<file path="src/rtl/cpu_oci_dct_pkg.sv">
// Shared types and helpers for the CPU OCI data/control trace buffer.
package cpu_oci_dct_pkg;

  typedef enum logic [1:0] {
    IDLE    = 2'd0,
    CAPTURE = 2'd1,
    DRAIN   = 2'd2,
    DONE    = 2'd3
  } state_e;

  localparam int DCT_WIDTH_DEF   = 30;
  localparam int COUNT_WIDTH_DEF = 4;
  localparam int ENTRY_W         = DCT_WIDTH_DEF + COUNT_WIDTH_DEF;

  function automatic int clog2(input int value);
    int r;
    int v;
    r = 0;
    v = value - 1;
    while (v > 0) begin
      r = r + 1;
      v = v >> 1;
    end
    return r;
  endfunction

endpackage

</file>
<file path="src/rtl/cpu_oci_dct_fifo.sv">
// Generic synchronous power-of-two FIFO with wrap-bit pointers and occupancy output.
module cpu_oci_dct_fifo
  import cpu_oci_dct_pkg::*;
#(
  parameter int WIDTH = ENTRY_W,
  parameter int DEPTH = 16
) (
  input  logic                    clk,
  input  logic                    rst_n,
  input  logic                    push,
  input  logic                    pop,
  input  logic [WIDTH-1:0]        wdata,
  output logic [WIDTH-1:0]        rdata,
  output logic                    empty,
  output logic                    full,
  output logic [clog2(DEPTH):0]   level
);

  localparam int AW = clog2(DEPTH);
  localparam int PW = AW + 1;
  localparam logic [PW-1:0] PTR_ONE = PW'(1);

  logic [WIDTH-1:0] mem_r [DEPTH];
  logic [PW-1:0]    wr_ptr_r;
  logic [PW-1:0]    rd_ptr_r;
  logic             wr_en_s;
  logic             rd_en_s;

  // A push into a full FIFO only lands when a pop frees the slot in the same cycle.
  always_comb begin
    empty   = (wr_ptr_r == rd_ptr_r);
    full    = (wr_ptr_r[PW-1] != rd_ptr_r[PW-1]) && (wr_ptr_r[AW-1:0] == rd_ptr_r[AW-1:0]);
    level   = wr_ptr_r - rd_ptr_r;
    rd_en_s = pop && !empty;
    wr_en_s = push && (!full || rd_en_s);
    rdata   = mem_r[rd_ptr_r[AW-1:0]];
  end

  // Storage array; contents are not reset, the top masks rdata while empty.
  always_ff @(posedge clk) begin
    if (wr_en_s) begin
      mem_r[wr_ptr_r[AW-1:0]] <= wdata;
    end
  end

  // Read and write pointers.
  always_ff @(posedge clk or negedge rst_n) begin
    if (!rst_n) begin
      wr_ptr_r <= {PW{1'b0}};
      rd_ptr_r <= {PW{1'b0}};
    end else begin
      if (wr_en_s) begin
        wr_ptr_r <= wr_ptr_r + PTR_ONE;
      end
      if (rd_en_s) begin
        rd_ptr_r <= rd_ptr_r + PTR_ONE;
      end
    end
  end

endmodule

</file>
<file path="src/rtl/cpu_oci_dct_trace_buffer.sv">
// Per-core DCT trace sink: capture FSM, FIFO, drop counter and end-of-test drain.
module cpu_oci_dct_trace_buffer
  import cpu_oci_dct_pkg::*;
#(
  parameter int DCT_WIDTH   = DCT_WIDTH_DEF,
  parameter int COUNT_WIDTH = COUNT_WIDTH_DEF,
  parameter int DEPTH       = 16,
  parameter int OVF_WIDTH   = 16
) (
  input  logic                               clk,
  input  logic                               reset_n,
  input  logic                               capture_start,
  input  logic                               dct_valid,
  input  logic [DCT_WIDTH-1:0]               dct_buffer,
  input  logic [COUNT_WIDTH-1:0]             dct_count,
  input  logic                               test_ending,
  output logic                               rd_valid,
  input  logic                               rd_ready,
  output logic [DCT_WIDTH+COUNT_WIDTH-1:0]   rd_data,
  output logic [clog2(DEPTH):0]              fill_level,
  output logic [OVF_WIDTH-1:0]               overflow_cnt,
  output logic                               capturing,
  output logic                               test_has_ended
);

  localparam int EW    = DCT_WIDTH + COUNT_WIDTH;
  localparam int LVL_W = clog2(DEPTH) + 1;
  localparam logic [LVL_W-1:0] LVL_ONE = LVL_W'(1);

  state_e             state_r;
  state_e             state_nxt_s;
  logic               push_req_s;
  logic               pop_s;
  logic               empty_s;
  logic               full_s;
  logic               drop_s;
  logic               ovf_clr_s;
  logic [LVL_W-1:0]   level_s;
  logic [EW-1:0]      rdata_s;
  logic [OVF_WIDTH-1:0] overflow_cnt_r;

  cpu_oci_dct_fifo #(
    .WIDTH (EW),
    .DEPTH (DEPTH)
  ) u_fifo (
    .clk   (clk),
    .rst_n (reset_n),
    .push  (push_req_s),
    .pop   (pop_s),
    .wdata ({dct_count, dct_buffer}),
    .rdata (rdata_s),
    .empty (empty_s),
    .full  (full_s),
    .level (level_s)
  );

  // Zero-count entries are discarded without counting as drops.
  always_comb begin
    push_req_s = (state_r == CAPTURE) && dct_valid && (dct_count != {COUNT_WIDTH{1'b0}});
    pop_s      = !empty_s && rd_ready;
    drop_s     = push_req_s && full_s && !pop_s;
  end

  // Next-state logic; test_ending beats capture_start in IDLE.
  always_comb begin
    state_nxt_s = state_r;
    ovf_clr_s   = 1'b0;
    case (state_r)
      IDLE: begin
        if (test_ending) begin
          state_nxt_s = DONE;
        end else if (capture_start) begin
          state_nxt_s = CAPTURE;
        end else begin
          state_nxt_s = IDLE;
        end
      end
      CAPTURE: begin
        if (test_ending) begin
          state_nxt_s = DRAIN;
        end else begin
          state_nxt_s = CAPTURE;
        end
      end
      DRAIN: begin
        if (empty_s || ((level_s == LVL_ONE) && pop_s)) begin
          state_nxt_s = DONE;
        end else begin
          state_nxt_s = DRAIN;
        end
      end
      DONE: begin
        if (capture_start) begin
          state_nxt_s = CAPTURE;
          ovf_clr_s   = 1'b1;
        end else begin
          state_nxt_s = DONE;
        end
      end
      default: begin
        state_nxt_s = IDLE;
      end
    endcase
  end

  // State register.
  always_ff @(posedge clk or negedge reset_n) begin
    if (!reset_n) begin
      state_r <= IDLE;
    end else begin
      state_r <= state_nxt_s;
    end
  end

  // Saturating drop counter, cleared when a new capture is armed from DONE.
  always_ff @(posedge clk or negedge reset_n) begin
    if (!reset_n) begin
      overflow_cnt_r <= {OVF_WIDTH{1'b0}};
    end else if (ovf_clr_s) begin
      overflow_cnt_r <= {OVF_WIDTH{1'b0}};
    end else if (drop_s && (overflow_cnt_r != {OVF_WIDTH{1'b1}})) begin
      overflow_cnt_r <= overflow_cnt_r + {{(OVF_WIDTH-1){1'b0}}, 1'b1};
    end else begin
      overflow_cnt_r <= overflow_cnt_r;
    end
  end

  // Outputs are decoded directly from registered state.
  always_comb begin
    rd_valid       = !empty_s;
    fill_level     = level_s;
    overflow_cnt   = overflow_cnt_r;
    capturing      = (state_r == CAPTURE);
    test_has_ended = (state_r == DONE);
    if (empty_s) begin
      rd_data = {EW{1'b0}};
    end else begin
      rd_data = rdata_s;
    end
  end

endmodule

</file>
<file path="config.mk">
export PLATFORM = sky130hd
export DESIGN_NAME = cpu_oci_dct_trace_buffer
export DESIGN_NICKNAME = d
export VERILOG_FILES = /design/src/rtl/cpu_oci_dct_pkg.sv /design/src/rtl/cpu_oci_dct_fifo.sv /design/src/rtl/cpu_oci_dct_trace_buffer.sv
export SDC_FILE = /design/constraint.sdc
export NUM_CORES = 1
export LEC_CHECK = 0
export ABC_CLOCK_PERIOD_IN_PS = 9400
export CORE_ASPECT_RATIO = 2
export CORE_MARGIN = 1.5
export CORE_UTILIZATION = 65
export CTS_CLUSTER_SIZE = 30
export DETAILED_ROUTE_END_ITERATION = 6
export PLACE_DENSITY = 0.9
export SYNTH_ARGS = -nofsm -noshare
export SYNTH_HDL_FRONTEND = slang
export SYNTH_SLANG_ARGS = --single-unit
</file>
<file path="constraint.sdc">
create_clock -name clk -period 9.4 [get_ports clk]
set_clock_uncertainty 0.1 [all_clocks]
set_input_delay 1.41 -clock clk [delete_from_list [all_inputs] [get_ports clk]]
set_output_delay 1.41 -clock clk [all_outputs]
set_load 0.02 [all_outputs]
</file>
==> impl_metrics.yaml, run 1 <==
critical_path:
  cp.arrival_ps: 4410
  r2r_cells: 7
  critPathLaunchType: "flop"
  endpoint_kind: "primary output"
  path_class: "reg -> out"
  cp_max_fo: 63
  required_ps: 7890
die:
  dieHeight_um: 265.8
  design.portCount: 98
  core_area_mm2: 0.03411
  initial_core_util_pct: 65.78
  dieArea_mm2: 0.03571
  rows: 96
  chipWidth_um: 134.4
logic_synthesis:
  synth-simple-area-share_pct: 4.505
  synth_seq_cells: 572
  avgSynthCellArea_um2: 20.55
  syn_nets: 1143
  synth_cells: 1092
  synth_edf_count: 544
  async_flop_share_pct: 4.895
  yosys.area_share.adder_pct: 0.6468
  dominantRegCellSynth: "edfxtp_1"
  synth-compound-area-share_pct: 2.074
  synth.mux.area_fraction_pct: 15.17
  synth_xor_area_share_pct: 0.5074
  synth_top_family_by_area: "multiplexers"
  seq_area_frac_synth_pct: 75.92
  syn-cell-area_mm2: 0.02244
  synth_warnings: 0
  synthDistinctLibCells: 44
route:
  ant_nets: 0
  dr.first_iter.drc_count: 1210
  drc: 2
  routed_wl_um: 49880
  drt-pass1-iter-count: 7
  vias_per_cell: 6.909
  vias: 11520
  drt-wirelength-per-cell_um: 29.92
cts:
  clock_sink_count: 572
  clk_pin_slew_ps: 70
  cts_tree: "built"
  clock-root-buffer: "clkbuf_16"
  clockBufferDepth: 3
  ctsHoldBuffers: 0
  cts_max_level: 2
  cts_buffers: 46
  insertion_delay_ps: 580
  ctsResizeCount: 0
  post_cts_buffers: 0
grt:
  grt_pass1_vias: 12120
  grtUsageTotal_pct: 28.93
  antenna_found_initial: 0
  gr-total-overflow: 0
  grt_first_pass_wirelength_um: 74670
  grt_max_degree: 104
timing:
  final-max-slew-violation-count: 0
  fmax_mhz: 168.9
  period_needed_ps: 5920
  rsz0062_at_grt: "no"
  tns_ps: 0
  hold_viol: 0
  slew_headroom_pct: 14.12
  hold_ws_ps: 409.6
  fin_crit_sh_pct: 62.98
  finalSetupViolCount: 0
  tightest_slew_ps: 1285
status:
  status: "finished, violations left"
  violations: "DRC"
layout:
  drive_above_1_share_pct: 19.25
  post-route-util_pct: 74.04
  layout.nets: 1242
  fillers: 1817
  area_growth_pct: 12.55
  num_antenna_cells: 0
power:
  ir_drop_v: 0.0003054
  p_leak_nw: 8.173
  power.total_mw: 7.422
  powerDensity_mw_per_mm2: 293.9
flow_run:
  cap_viol_max_count: 0
hold_path:
  whs_path_depth: 1
  min_path_type: "reg -> reg"
placement:
  dp_hpwl_um: 25930
  gp_congestion: 0.8411
  io_buffers: 97
per-layer routing:
metal  up-vias  global-route usage (%)  share of wire, %
li1       4676                       -                 -
met4         0                   13.48               4.3
met1      5935                   35.70                34
met3       153                   5.023               7.4
met5         -                       0                 0
met2       753                   50.02                54
layout make-up:
class	instances	area, um^2	share of cell area [%]
clock inverters	25	190.2	0.7530
repair buffers	105	1044	4.132
well taps	441	551.8	2.185
flip-flops and latches	572	17050	67.49
clock buffers	58	1217	4.820
multi-input cells	455	5166	20.46
inverters	11	41.29	0.1635
critical path: stages, from the launching register on:
cell             delay [ps]
dfrtp_4                1060
clkinv_1                290
ha_1                    390
nand4_1                 240
nor2_4                 1030
a211oi_1                170
clkdlybuf4s50_1         640
cell usage after synthesis (all sizes together), types with 2 or more instances:
library cell  count  area share (%)
xnor2             9            0.35
and2             16            0.45
nand2            80             1.3
o21ai            13            0.29
a211oi           35             1.2
xor2              4            0.16
dfrtp            28             3.1
nand3             9            0.20
edfxtp          544              73
or4b              2           0.089
clkbuf           33            0.55
mux4            136              14
nor4              2           0.056
o31ai             2           0.067
and3             43             1.2
buf              21            0.44
nor2b             3           0.084
mux2i            34             1.5
nor2             10            0.17
or3               7            0.20
a21oi            11            0.25
o2111ai           2            0.11
o211ai            3            0.12
inv              10            0.17
ha               10            0.56
nor3b             2            0.12
nand4            10            0.31
and4              2           0.078
or4               4            0.13
state kept, by name (all words and copies together), names as in the netlist:
| signal | flops |
|---|---|
| u_fifo.rd_ptr_r | 5 |
| overflow_cnt | 16 |
| state_r | 2 |
| u_fifo.mem_r | 544 |
| u_fifo.wr_ptr_r | 5 |
power by group:
part	switching, mW	total (mW)	leakage (nW)	internal, mW
Sequential	0.156	3.05	5.26	2.90
Combinational	1.34	2.52	2.23	1.19
Clock	0.865	1.84	0.682	0.980
Total	2.36	7.42	8.17	5.07
cells by family (layout without fill, tap and decap cells):
family | Yosys count | in the layout
compound gates | 68 | 68
xor+xnor | 13 | 13
fa+ha+maj | 11 | 11
buf+inv | 65 | 199
flops | 572 | 572
mux | 170 | 170
simple gates | 193 | 193
layout by cell type (no fill, tap or decap), types with 7 or more instances in the layout:
cell type	n
edfxtp_1	544
mux4_2	136
clkdlybuf4s50_1	97
nand2_1	80
clkbuf_16	47
and3_1	39
a211oi_1	35
mux2i_1	34
dfrtp_1	25
o21ai_0	12
and2_2	12
a21oi_1	11
clkbuf_1	11
ha_1	10
inv_1	9
xnor2_1	9
nor2_1	9
nand4_1	9
nand3_1	9
clkinv_2	9
clkinv_1	8
or3_1	7
buf_4	7
final timing paths:
| path | startpoint | end | slack, ps |
|---|---|---|---|
| max | u_fifo.rd_ptr_r[1]$_DFFE_PN0P_ | rd_data[7] | 3480 |
| min | u_fifo.rd_ptr_r[4]$_DFFE_PN0P_ | u_fifo.rd_ptr_r[4]$_DFFE_PN0P_ | 410 |
| max reg2reg | u_fifo.rd_ptr_r[1]$_DFFE_PN0P_ | u_fifo.mem_r[6][15]$_DFFE_PP_ | 4900 |
| min reg2reg | u_fifo.rd_ptr_r[4]$_DFFE_PN0P_ | u_fifo.rd_ptr_r[4]$_DFFE_PN0P_ | 410 |
| max in group asynchronous | reset_n | u_fifo.rd_ptr_r[1]$_DFFE_PN0P_ | 7750 |
| min in group asynchronous | reset_n | overflow_cnt[12]$_DFFE_PN0P_ | 1120 |
per-stage QoR:
step / setup WS, ps / cells / area, um^2
2_1_floorplan: 5188 / 1092 / 22440
3_3_place_gp: 4355 / 1584 / 23850
3_5_place_dp: 4176 / 1584 / 23850
4_1_cts: 3498 / 1667 / 25260
5_1_grt: 3366 / 1667 / 25260
6_report: 3480 / 1667 / 25260
(Power assumes the default switching activity.)
==> run 2: changes to the inputs <==
Settings changed: ABC_CLOCK_PERIOD_IN_PS 9400 to 5320, CORE_UTILIZATION 65 to 54, PLACE_DENSITY 0.9 to 0.8.
Clock period 9.4 ns to 5.32 ns, I/O delays scaled along.
==> run 2 against run 1 <==
  * The run now ends clean
  * Critical path type unchanged
  * Die area up 20%
  * Critical endpoint is now rd_data[15]
  * Sequential power rose by 75%
  * Cell count increased by 7.8%
  * Register-to-register slack got worse by 3400 ps
  * Combinational power rose by 80%
==> impl_metrics.yaml, run 2 (synthesis results as in run 1) <==
power:
  power.total_mw: 13.15
  clockPowerShare_pct: 24.9
  ir_drop_v: 0.0004269
  swShare_pct: 31.89
  powerDensity_mw_per_mm2: 511.9
  p_sw_mw: 4.194
  p_seq_share_pct: 40.6
  intPower_mw: 8.959
  pwr-share-comb_pct: 34.5
  p_leak_nw: 8.367
critical_path:
  max_stage_delay_ps: 800
  path_cells: "buf_4, mux4_2, nand2_1, and3_1, a211oi_1, clkdlybuf4s50_1"
  path_class: "reg -> out"
  cpMaxStageDelayCell: "dfrtp_2"
  endpoint_kind: "primary output"
  cp.arrival_ps: 3640
  required_ps: 4420
  cp_max_fo: 25
  critPathLaunchType: "flop"
cts:
  cts_tree: "built"
  post_cts_buffers: 0
  clockBufferDepth: 3
  ctsResizeCount: 0
  insertion_delay_ps: 570
  clk_pin_slew_ps: 70
  clock-root-buffer: "clkbuf_16"
  cts_buffers: 45
  cts_max_level: 2
  ctsHoldBuffers: 0
  clock_sink_count: 572
layout:
  drive_above_1_share_pct: 22.06
  fillers: 2715
  layout.nets: 1274
  multi_input_comb_area_mm2: 0.005166
  final_cells: 1797
  seqCellArea_mm2: 0.01705
  post-route-util_pct: 62.69
  final_cell_mix: "edfxtp_1 (544), mux4_2 (136), clkdlybuf4s50_1 (97)"
  final_common_cell: "edfxtp_1"
  largest_register_ffs: 544
  finalInstanceArea_mm2: 0.02570
  area_growth_pct: 14.52
placement:
  pre_cts_slack_ps: 1097
  dp_hpwl_um: 28910
  place_area_mm2: 0.02426
  dp_cells: 1711
  io_buffers: 97
  gp_congestion: 0.8043
die:
  dieArea_mm2: 0.04286
  dieHeight_um: 291.3
  design.portCount: 98
  core_area_mm2: 0.04099
  chipWidth_um: 147.1
  initial_core_util_pct: 54.74
  rows: 105
timing:
  slew_headroom_pct: 44.41
  hold_viol: 0
  hold_ws_ps: 394.6
  rsz0062_at_grt: "no"
  fmax_mhz: 220.2
  finalSetupViolCount: 0
  setup_slack_ps: 778.2
  tightest_slew_ps: 833.9
  tns_ps: 0
  period_needed_ps: 4542
  fin_crit_sh_pct: 85.37
  final-max-slew-violation-count: 0
route:
  drc: 0
  drt-pass1-iter-count: 5
  dr.first_iter.drc_count: 993
  routed_wl_um: 49290
  vias: 11370
  drt-wirelength-per-cell_um: 27.43
  vias_per_cell: 6.327
  ant_nets: 0
status:
  status: "finished clean"
grt:
  grtUsageTotal_pct: 23.45
  grt_first_pass_wirelength_um: 73950
  grt_max_degree: 45
  antenna_found_initial: 1
  grt_pass1_vias: 11960
  gr-total-overflow: 0
hold_path:
  min_path_type: "reg -> reg"
flow_run:
  cap_viol_max_count: 0
==> run 2: changes by cell type in the layout (fill, tap and decap cells not counted), moves of 2 or more <==
cell and change:
buf_12 +4, buf_4 +29, clkbuf_1 -3, clkbuf_16 -2
clkbuf_8 +2, clkinv_1 -4, clkinv_2 +3, clkinv_4 +2
clkinv_8 +2, clkinvlp_4 +2, diode_2 +2
==> run 2: final timing paths <==
path | end | slack [ps] | from | cells after the start
max in group asynchronous | u_fifo.rd_ptr_r[1]$_DFFE_PN0P_ | 4290 | reset_n | 2
hold / removal | u_fifo.wr_ptr_r[4]$_DFFE_PN0P_ | 390 | u_fifo.wr_ptr_r[4]$_DFFE_PN0P_ | 1
min in group asynchronous | u_fifo.rd_ptr_r[4]$_DFFE_PN0P_ | 520 | reset_n | 2
setup reg to reg | u_fifo.mem_r[6][24]$_DFFE_PP_ | 1470 | u_fifo.rd_ptr_r[2]$_DFFE_PN0P_ | 8
hold reg to reg | u_fifo.wr_ptr_r[4]$_DFFE_PN0P_ | 390 | u_fifo.wr_ptr_r[4]$_DFFE_PN0P_ | 1
setup / recovery | rd_data[15] | 780 | u_fifo.rd_ptr_r[2]$_DFFE_PN0P_ | 6
==> run 2: layout make-up <==
class	instances	share of cell area, %
antenna	2	0.01948
clock buffer	55	4.606
clock inverter	29	0.9495
inverter	11	0.1607
multi-input combinational	455	20.10
sequential	572	66.34
tap	535	2.605
timing repair buffer	138	5.220
==> run 2: power groups by stage <==
stage / combinational [mW] / clock [mW] / sequential (mW)
floorplan: 3.01 / 0 / 5.26
global placement: 4.47 / 0 / 5.42
detailed placement: 4.55 / 0 / 5.43
CTS: 4.60 / 3.31 / 5.34
global route: 4.80 / 3.48 / 5.36
finish: 4.54 / 3.28 / 5.34
==> run 2: critical path, delay by kind of cell (launching register included) <==
| family | cells | cell delay (ps) |
|---|---|---|
| and+or+nand+nor | 2 | 290 |
| buffers and inverters | 2 | 1160 |
| DFF | 1 | 800 |
| muxes | 1 | 260 |
| AOI/OAI and AO/OA | 1 | 530 |
==> run 2: routing by layer <==
metal  GRT usage, %  share of wire, %  vias to the layer above
met4          8.902               3.1                        0
li1               -                 -                     4759
met5              0                 0                        -
met3          2.680               6.1                      109
met2          43.15                56                      597
met1          28.06                35                     5905
